[src/rtl/serial_gates_100_reduce.sv]
// serial_gates_100_reduce
// Receive-side reduction engine for 100-bit operands delivered as 25 four-bit
// beats (beat 0 first) on a val/rdy stream. The AND and OR of all 100 bits are
// accumulated beat by beat. The AND, NAND, OR and NOR results are presented on
// a val/rdy output stream.
// Optional feature: define SERIAL_GATES_100_REDUCE_COUNT_EN to add the
// population-count accumulator and the out_count port.
module serial_gates_100_reduce (
    input  logic       clk,
    input  logic       reset,
    input  logic       in_val,
    output logic       in_rdy,
    input  logic [3:0] in_,
    output logic       out_val,
    input  logic       out_rdy,
    output logic       out_and,
    output logic       out_nand,
    output logic       out_or,
    output logic       out_nor
`ifdef SERIAL_GATES_100_REDUCE_COUNT_EN
    ,
    output logic [6:0] out_count
`endif
);

    typedef enum logic {
        ACCUM = 1'b0,
        DONE  = 1'b1
    } state_t;

    localparam logic [4:0] LAST_BEAT = 5'd24;

    state_t     state_q;
    logic [4:0] cnt_q;
    logic       and_acc_q;
    logic       or_acc_q;
    logic       beat_fire;

    // A beat is taken only while accumulating; data is ignored otherwise.
    assign beat_fire = in_val && in_rdy;

`ifdef SERIAL_GATES_100_REDUCE_COUNT_EN
    logic [6:0] cnt_acc_q;
    logic [2:0] beat_ones;

    // Number of set bits in the current beat (0..4).
    assign beat_ones = {2'b00, in_[0]} + {2'b00, in_[1]}
                     + {2'b00, in_[2]} + {2'b00, in_[3]};

    // The maximum total is 100, so 7 bits never overflow.
    always_ff @(posedge clk) begin
        if (reset) begin
            cnt_acc_q <= 7'd0;
        end else if (state_q == ACCUM) begin
            if (beat_fire) begin
                cnt_acc_q <= cnt_acc_q + {4'b0000, beat_ones};
            end
        end else if (out_rdy) begin
            cnt_acc_q <= 7'd0;
        end
    end
`endif

    // Control FSM with the beat counter and the AND/OR accumulators.
    // The wrap at the last beat (24 -> 0) is explicit.
    // Results are cleared when the output is transferred.
    always_ff @(posedge clk) begin
        if (reset) begin
            state_q   <= ACCUM;
            cnt_q     <= 5'd0;
            and_acc_q <= 1'b1;
            or_acc_q  <= 1'b0;
        end else begin
            case (state_q)
                ACCUM: begin
                    if (beat_fire) begin
                        and_acc_q <= and_acc_q & (&in_);
                        or_acc_q  <= or_acc_q  | (|in_);
                        if (cnt_q == LAST_BEAT) begin
                            cnt_q   <= 5'd0;
                            state_q <= DONE;
                        end else begin
                            cnt_q <= cnt_q + 5'd1;
                        end
                    end
                end
                DONE: begin
                    if (out_rdy) begin
                        state_q   <= ACCUM;
                        and_acc_q <= 1'b1;
                        or_acc_q  <= 1'b0;
                    end
                end
                default: begin
                    state_q <= ACCUM;
                end
            endcase
        end
    end

    // Handshake flags depend only on the registered state.
    // Results are forced to 0 outside DONE.
    assign in_rdy   = (state_q == ACCUM);
    assign out_val  = (state_q == DONE);
    assign out_and  = out_val &  and_acc_q;
    assign out_nand = out_val & ~and_acc_q;
    assign out_or   = out_val &  or_acc_q;
    assign out_nor  = out_val & ~or_acc_q;
`ifdef SERIAL_GATES_100_REDUCE_COUNT_EN
    assign out_count = out_val ? cnt_acc_q : 7'd0;
`endif

endmodule

[config.mk]
export PLATFORM = sky130hd
export DESIGN_NAME = serial_gates_100_reduce
export DESIGN_NICKNAME = d
export VERILOG_FILES = /design/src/rtl/serial_gates_100_reduce.sv
export SDC_FILE = /design/constraint.sdc
export NUM_CORES = 1
export LEC_CHECK = 0
export BUFFER_PORTS_ARGS = -buffer_cell sky130_fd_sc_hd__buf_4
export CAP_MARGIN = 20
export CORE_AREA = 2 2 39 41
export CTS_BUF_LIST = sky130_fd_sc_hd__clkbuf_8
export DETAILED_ROUTE_END_ITERATION = 10
export DIE_AREA = 0 0 41 43
export GPL_ROUTABILITY_DRIVEN = 0
export GPL_TIMING_DRIVEN = 0
export PLACE_DENSITY_LB_ADDON = 0.1
export SLEW_MARGIN = 20
export SYNTH_ARGS = -nofsm -noshare
export SYNTH_HDL_FRONTEND = slang
export SYNTH_SLANG_ARGS = --single-unit
export TNS_END_PERCENT = 20
[constraint.sdc]
create_clock -name clk -period 1.44 [get_ports clk]
set_input_delay 0.216 -clock clk [delete_from_list [all_inputs] [get_ports clk]]
set_output_delay 0.216 -clock clk [all_outputs]
set_load 0.01 [all_outputs]
==> impl_metrics.env, run 1 <==
export IMPL_run_status="complete, no violations"
export IMPL_detailedRoute_firstIterationViolations=3
export IMPL_timing_critical_path_from_type="flop"
export IMPL_synthesis_to_layout_area_growth_pct=39.1
export IMPL_max_clock_freq_ghz=0.787
export IMPL_pin_count=14
export IMPL_ff2ff_setup_slack_ns=0.19
export IMPL_critPathCaptureType="output pin"
export IMPL_timing_hold_violations_final=0
export IMPL_layout_common_cells="buf_4 (13), dfxtp_1 (8), inv_1 (5), nor2_1 (5), a21oi_1 (5)"
export IMPL_core_area_mm2=0.00138
export IMPL_grt_pass1_wl_um=1390
export IMPL_final_cell_area_um2=566
export IMPL_clock_sink_count=8
export IMPL_start_util_pct=29.4
export IMPL_grt_antenna_before_repair=0
export IMPL_die_height_um=43
export IMPL_final_cells=79
export IMPL_grt_max_degree=10
export IMPL_yosys_register_bits=8
export IMPL_fillerInstances=143
export IMPL_worst_r2r_cell_count=4
export IMPL_dpl_cell_count=76
export IMPL_r2r_start="cnt_q[0]"
export IMPL_power_total_mw=0.563
export IMPL_slew_headroom_pct=78.9
export IMPL_crit_fanout=9
export IMPL_first_global_vias=330
export IMPL_drt_pre_antenna_iters=4
export IMPL_period_minus_slack_ns=1.27
export IMPL_final_layout_size_suffix_gt1_share_pct=28.6
export IMPL_clk_path_buf_depth=2
export IMPL_synthCells=47
export IMPL_power_density_mw_per_mm2=996
export IMPL_post_dp_hpwl_um=640
export IMPL_delay_of_the_slowest_critical_path_stage_ns=0.47
export IMPL_track_usage_pct=12.2
export IMPL_grt_overflow_total=0
export IMPL_num_rows=14
export IMPL_drc=0
export IMPL_antenna_cells_inserted=0
export IMPL_routed_via_count=354
export IMPL_routedWlPerCell_um=10.7
export IMPL_slew_viol_final=0
export IMPL_crit_family="flip-flops"
export IMPL_synth_seq_area_share_pct=39.4
export IMPL_nets=75
export IMPL_worst_setup_path_startpoint="out_val"
export IMPL_timing_critical_path_buf_inv=2
export IMPL_slowest_stage="dfxtp_1"
export IMPL_synth_avg_cell_area_um2=8.65
export IMPL_number_of_input_and_output_port_buffers_inserted=13
export IMPL_worstPathArrival_ns=1.06
export IMPL_worstPathCellList="inv_1 -> nor2_1 -> buf_4"
export IMPL_tritoncts="built"
export IMPL_cts_inserted_buffers=3
export IMPL_ir_drop_v=0.000557
export IMPL_hp_class="in -> reg"
export IMPL_clock_latency_ns=0.23
export IMPL_placement_cell_area_um2=524
export IMPL_synth_lib_cells_used_distinct=19
export IMPL_totalWireLength_um=845
export IMPL_p_leak_nw=0.255
export IMPL_timing_worst_slew_pin_value_ns=0.313
export IMPL_setup_violations=0
export IMPL_utilization_pct=40.9
export IMPL_worst_path_stages=3
export IMPL_timing_setup_critical_path_class="reg -> out"
export IMPL_rsz0062_at_grt="false"
export IMPL_cp_data_required_time_ns=1.22
export IMPL_ys_warn_count=0
export IMPL_timing_clock_skew_ns=0.00407
export IMPL_die_x_um=41
export IMPL_cts_htree_levels=1
export IMPL_most_common_library_cell_in_the_layout_ignoring_fill_and_taps="buf_4"
export IMPL_postRouteAntennaNets=0
export IMPL_regToRegEndpoint="cnt_q[4]"
export IMPL_via_per_instance_ratio=4.48
export IMPL_cap_viol_max_count=0
export IMPL_post_cts_setup_buffer_count=0
export IMPL_synth_area_um2=407
export IMPL_cts_clock_pin_slew_for_the_worst_setup_and_hold_paths_ns=0.04
export IMPL_min_period_over_period_pct=88.3
export IMPL_ctsRootBufferMaster="clkbuf_8"
export IMPL_worst_setup_path_endpoint="out_nor"
export IMPL_syn_nets=57
export IMPL_setup_tns_final_ns=0
export IMPL_die_area_mm2=0.00176
## worst min path at each step
stage / startpoint / end / slack [ns] / depth (start not counted)
detailed placement: reset / or_acc_q / 0.41 / 2
CTS: reset / or_acc_q / 0.17 / 2
finish: reset / cnt_q[1] / 0.18 / 2
floorplan: reset / cnt_q[1] / 0.29 / 1
global placement: reset / or_acc_q / 0.41 / 2
global route: reset / or_acc_q / 0.18 / 2
## state kept, by name (all words and copies together), names as in the netlist
signal     flops
out_val        1
or_acc_q       1
cnt_q          5
and_acc_q      1
## metrics by stage
stage                     setup WS (ns)  hold slack, ns
final                             0.169           0.177
after global routing             0.0749           0.183
after CTS                        0.0968           0.174
after detailed placement          0.133           0.413
after global placement            0.149           0.412
after floorplan                   0.268           0.285
## routing by layer
layer  track usage, %  up-vias  wire length, um
met1             16.8      150              398
met2             15.9        8              414
met4             8.00        0                0
met5                0        -                0
met3             3.14        0               32
li1                 -      196                -
## logic make-up after synthesis
group	count (synthesis)	share of synthesized area [%]
xor+xnor	2	4.31
flops	8	39.4
simple gates	17	26.8
compound gates	13	18.8
fa+ha+maj	2	6.15
buf+inv	5	4.62
## synthesized netlist by cell type
| library cell | instances | area share, % |
|---|---|---|
| nand3_1 | 1 | 1.2 |
| xor2_1 | 1 | 2.2 |
| or3_1 | 2 | 3.1 |
| xnor2_1 | 1 | 2.2 |
| ha_1 | 2 | 6.2 |
| dfxtp_1 | 8 | 39 |
| a41oi_1 | 1 | 2.2 |
| o41ai_1 | 1 | 2.2 |
| inv_1 | 5 | 4.6 |
| nor2b_1 | 1 | 1.5 |
| nor2_1 | 5 | 4.6 |
| nand3b_4 | 1 | 4.9 |
| nand4b_1 | 1 | 2.2 |
| a2bb2oi_1 | 1 | 2.2 |
| a21oi_1 | 5 | 6.2 |
| nand2b_4 | 1 | 3.4 |
| and2_1 | 2 | 3.1 |
| nand2_1 | 3 | 2.8 |
| o21ai_0 | 5 | 6.2 |
## report_power, final
part | switching [mW] | total, mW | internal, mW
Clock | 0.0846 | 0.265 | 0.181
Sequential | 0.00878 | 0.242 | 0.233
Combinational | 0.0271 | 0.0563 | 0.0293
Total | 0.120 | 0.563 | 0.443
## cell type report
class | count | area (um^2) | share of cell area [%]
repair buffers | 13 | 97.6 | 17.3
flip-flops and latches | 8 | 160 | 28.3
inverters | 5 | 18.8 | 3.32
clock buffers | 3 | 41.3 | 7.30
well taps | 16 | 20.0 | 3.54
multi-input cells | 34 | 228 | 40.3
## what timing repair did
action	CTS	global route
hold buffers	0	0
setup endpoints to repair	0	4
resized for setup	0	1
## worst reg2reg max path: cells and delay by family, from the launching register on
family	cells	cell delay, ns
adders and majority gates	1	0.22
AOI/OAI and AO/OA	1	0.14
and+or+nand+nor	2	0.44
DFF	1	0.38
(Power assumes the default switching activity.)
==> run 2, diff against run 1 <==
--- a/config.mk
+++ b/config.mk
@@ -7,6 +7,8 @@
 export LEC_CHECK = 0
 export BUFFER_PORTS_ARGS = -buffer_cell sky130_fd_sc_hd__buf_4
 export CAP_MARGIN = 20
+export CELL_PAD_IN_SITES_DETAIL_PLACEMENT = 0
+export CELL_PAD_IN_SITES_GLOBAL_PLACEMENT = 1
 export CORE_AREA = 2 2 39 41
 export CTS_BUF_LIST = sky130_fd_sc_hd__clkbuf_8
 export DETAILED_ROUTE_END_ITERATION = 10
@@ -14,6 +16,7 @@
 export GPL_ROUTABILITY_DRIVEN = 0
 export GPL_TIMING_DRIVEN = 0
 export PLACE_DENSITY_LB_ADDON = 0.1
+export REMOVE_ABC_BUFFERS = 1
 export SLEW_MARGIN = 20
 export SYNTH_ARGS = -nofsm -noshare
 export SYNTH_HDL_FRONTEND = slang
==> run 2 against run 1 <==
  * Global-route usage increased by 0.41 points
  * Non-clock buffer count stayed put
  * Highest routed layer unchanged
  * Worst setup slack worse by 0.0095 ns
  * Core utilization is the same
  * Combinational power decreased by 4.1%
  * Final area is the same
  * Critical path depth unchanged
==> impl_metrics.env, run 2 (synthesis results as in run 1) <==
export IMPL_slew_headroom_pct=80.4
export IMPL_p_leak_nw=0.255
export IMPL_nets=75
export IMPL_pin_count=14
export IMPL_cp_data_required_time_ns=1.22
export IMPL_core_area_mm2=0.00138
export IMPL_ctsRootBufferMaster="clkbuf_8"
export IMPL_run_status="complete, no violations"
export IMPL_totalWireLength_um=855
export IMPL_layout_common_cells="buf_4 (13), dfxtp_1 (8), inv_1 (5), nor2_1 (5), a21oi_1 (5)"
export IMPL_num_rows=14
export IMPL_timing_hold_violations_final=0
export IMPL_die_x_um=41
export IMPL_detailedRoute_firstIterationViolations=1
export IMPL_clock_sink_count=8
export IMPL_setup_tns_final_ns=0
export IMPL_cts_inserted_buffers=3
export IMPL_period_minus_slack_ns=1.28
export IMPL_cts_htree_levels=1
export IMPL_slowest_stage="dfxtp_1"
export IMPL_setup_violations=0
export IMPL_synthesis_to_layout_area_growth_pct=39.1
export IMPL_cts_clock_pin_slew_for_the_worst_setup_and_hold_paths_ns=0.04
export IMPL_final_layout_size_suffix_gt1_share_pct=28.6
export IMPL_grt_antenna_before_repair=0
export IMPL_total_area_of_multi_input_combinational_cells_um2=228
export IMPL_slew_viol_final=0
export IMPL_number_of_flip_flops_under_the_largest_register_name=5
export IMPL_power_density_mw_per_mm2=996
export IMPL_clock_latency_ns=0.23
export IMPL_post_cts_setup_buffer_count=0
export IMPL_final_cell_area_um2=566
export IMPL_drt_met1_wl_um=385
export IMPL_fillerInstances=146
export IMPL_track_usage_pct=12.6
export IMPL_antenna_cells_inserted=0
export IMPL_top_signal_layer_used="met3"
export IMPL_cap_viol_max_count=0
export IMPL_grt_overflow_total=0
export IMPL_drt_pre_antenna_iters=3
export IMPL_wl_met2_um=409
export IMPL_via_per_instance_ratio=4.59
export IMPL_routed_via_count=363
export IMPL_drc=0
export IMPL_delay_of_the_slowest_critical_path_stage_ns=0.47
export IMPL_area_sequential_um2=160
export IMPL_timing_setup_critical_path_class="reg -> out"
export IMPL_rsz0062_at_grt="false"
export IMPL_grt_max_degree=10
export IMPL_ir_drop_v=0.000802
export IMPL_placement_cell_area_um2=524
export IMPL_first_global_vias=334
export IMPL_grt_pass1_wl_um=1430
export IMPL_timing_worst_slew_pin_value_ns=0.292
export IMPL_worstPathCellList="inv_1 -> nor2_1 -> buf_4"
export IMPL_min_period_over_period_pct=88.9
export IMPL_number_of_input_and_output_port_buffers_inserted=13
export IMPL_regMostFlops="cnt_q"
export IMPL_max_clock_freq_ghz=0.781
export IMPL_routedWlPerCell_um=10.8
export IMPL_timing_critical_path_from_type="flop"
export IMPL_postRouteAntennaNets=0
export IMPL_hp_class="in -> reg"
export IMPL_tritoncts="built"
export IMPL_start_util_pct=29.4
export IMPL_die_area_mm2=0.00176
export IMPL_timing_clock_skew_ns=0.00164
export IMPL_crit_fanout=9
export IMPL_most_common_library_cell_in_the_layout_ignoring_fill_and_taps="buf_4"
export IMPL_die_height_um=43
export IMPL_clk_path_buf_depth=2
export IMPL_critPathCaptureType="output pin"
export IMPL_worstPathArrival_ns=1.06
export IMPL_detailroute_wirelength_met3_um=60
==> run 2: per-stage QoR <==
stage	setup slack (ns)	power, mW	util (%)	hold WS, ns	instances
floorplan	0.268	0.272	-	0.285	47
global placement	0.133	0.300	37.9	0.413	76
detailed placement	0.164	0.300	37.9	0.413	76
CTS	0.129	0.576	40.9	0.171	79
global route	0.0628	0.599	40.9	0.176	79
finish	0.159	0.563	40.9	0.175	79
==> run 2: metal layers <==
layer | track usage [%] | vias to the layer above
met4 | 4.00 | 0
met2 | 16.3 | 8
met3 | 7.85 | 0
met5 | 0 | -
li1 | - | 196
met1 | 16.8 | 159
==> run 2: final cells by class <==
| type | count | share of cell area [%] |
|---|---|---|
| clock buffer | 3 | 7.30 |
| sequential | 8 | 28.3 |
| timing repair buffer | 13 | 17.3 |
| inverter | 5 | 3.32 |
| tap | 16 | 3.54 |
| multi-input combinational | 34 | 40.3 |
==> run 2: power breakdown <==
part / switching, mW / leakage (nW) / internal [mW]
logic: 0.0254 / 0.168 / 0.0285
registers: 0.00904 / 0.0655 / 0.233
clock network: 0.0867 / 0.0216 / 0.181
total: 0.121 / 0.255 / 0.442
==> run 2: final timing paths <==
path	from	end	slack, ns	depth (start not counted)
max	out_val	out_nand	0.16	3
min	reset	or_acc_q	0.17	2
min reg2reg	or_acc_q	or_acc_q	0.49	2
max reg2reg	cnt_q[0]	cnt_q[4]	0.19	4
==> run 2: worst max-delay path: cells and delay by family, from the launching register on <==
kind,cells,cell delay [ns]
flops,1,0.47
simple gates,1,0.11
buf+inv,2,0.26
==> run 2: what timing repair did <==
action,4_1_cts,5_1_grt
setup endpoints to repair,0,3
resized for setup,0,1
hold buffers,0,0
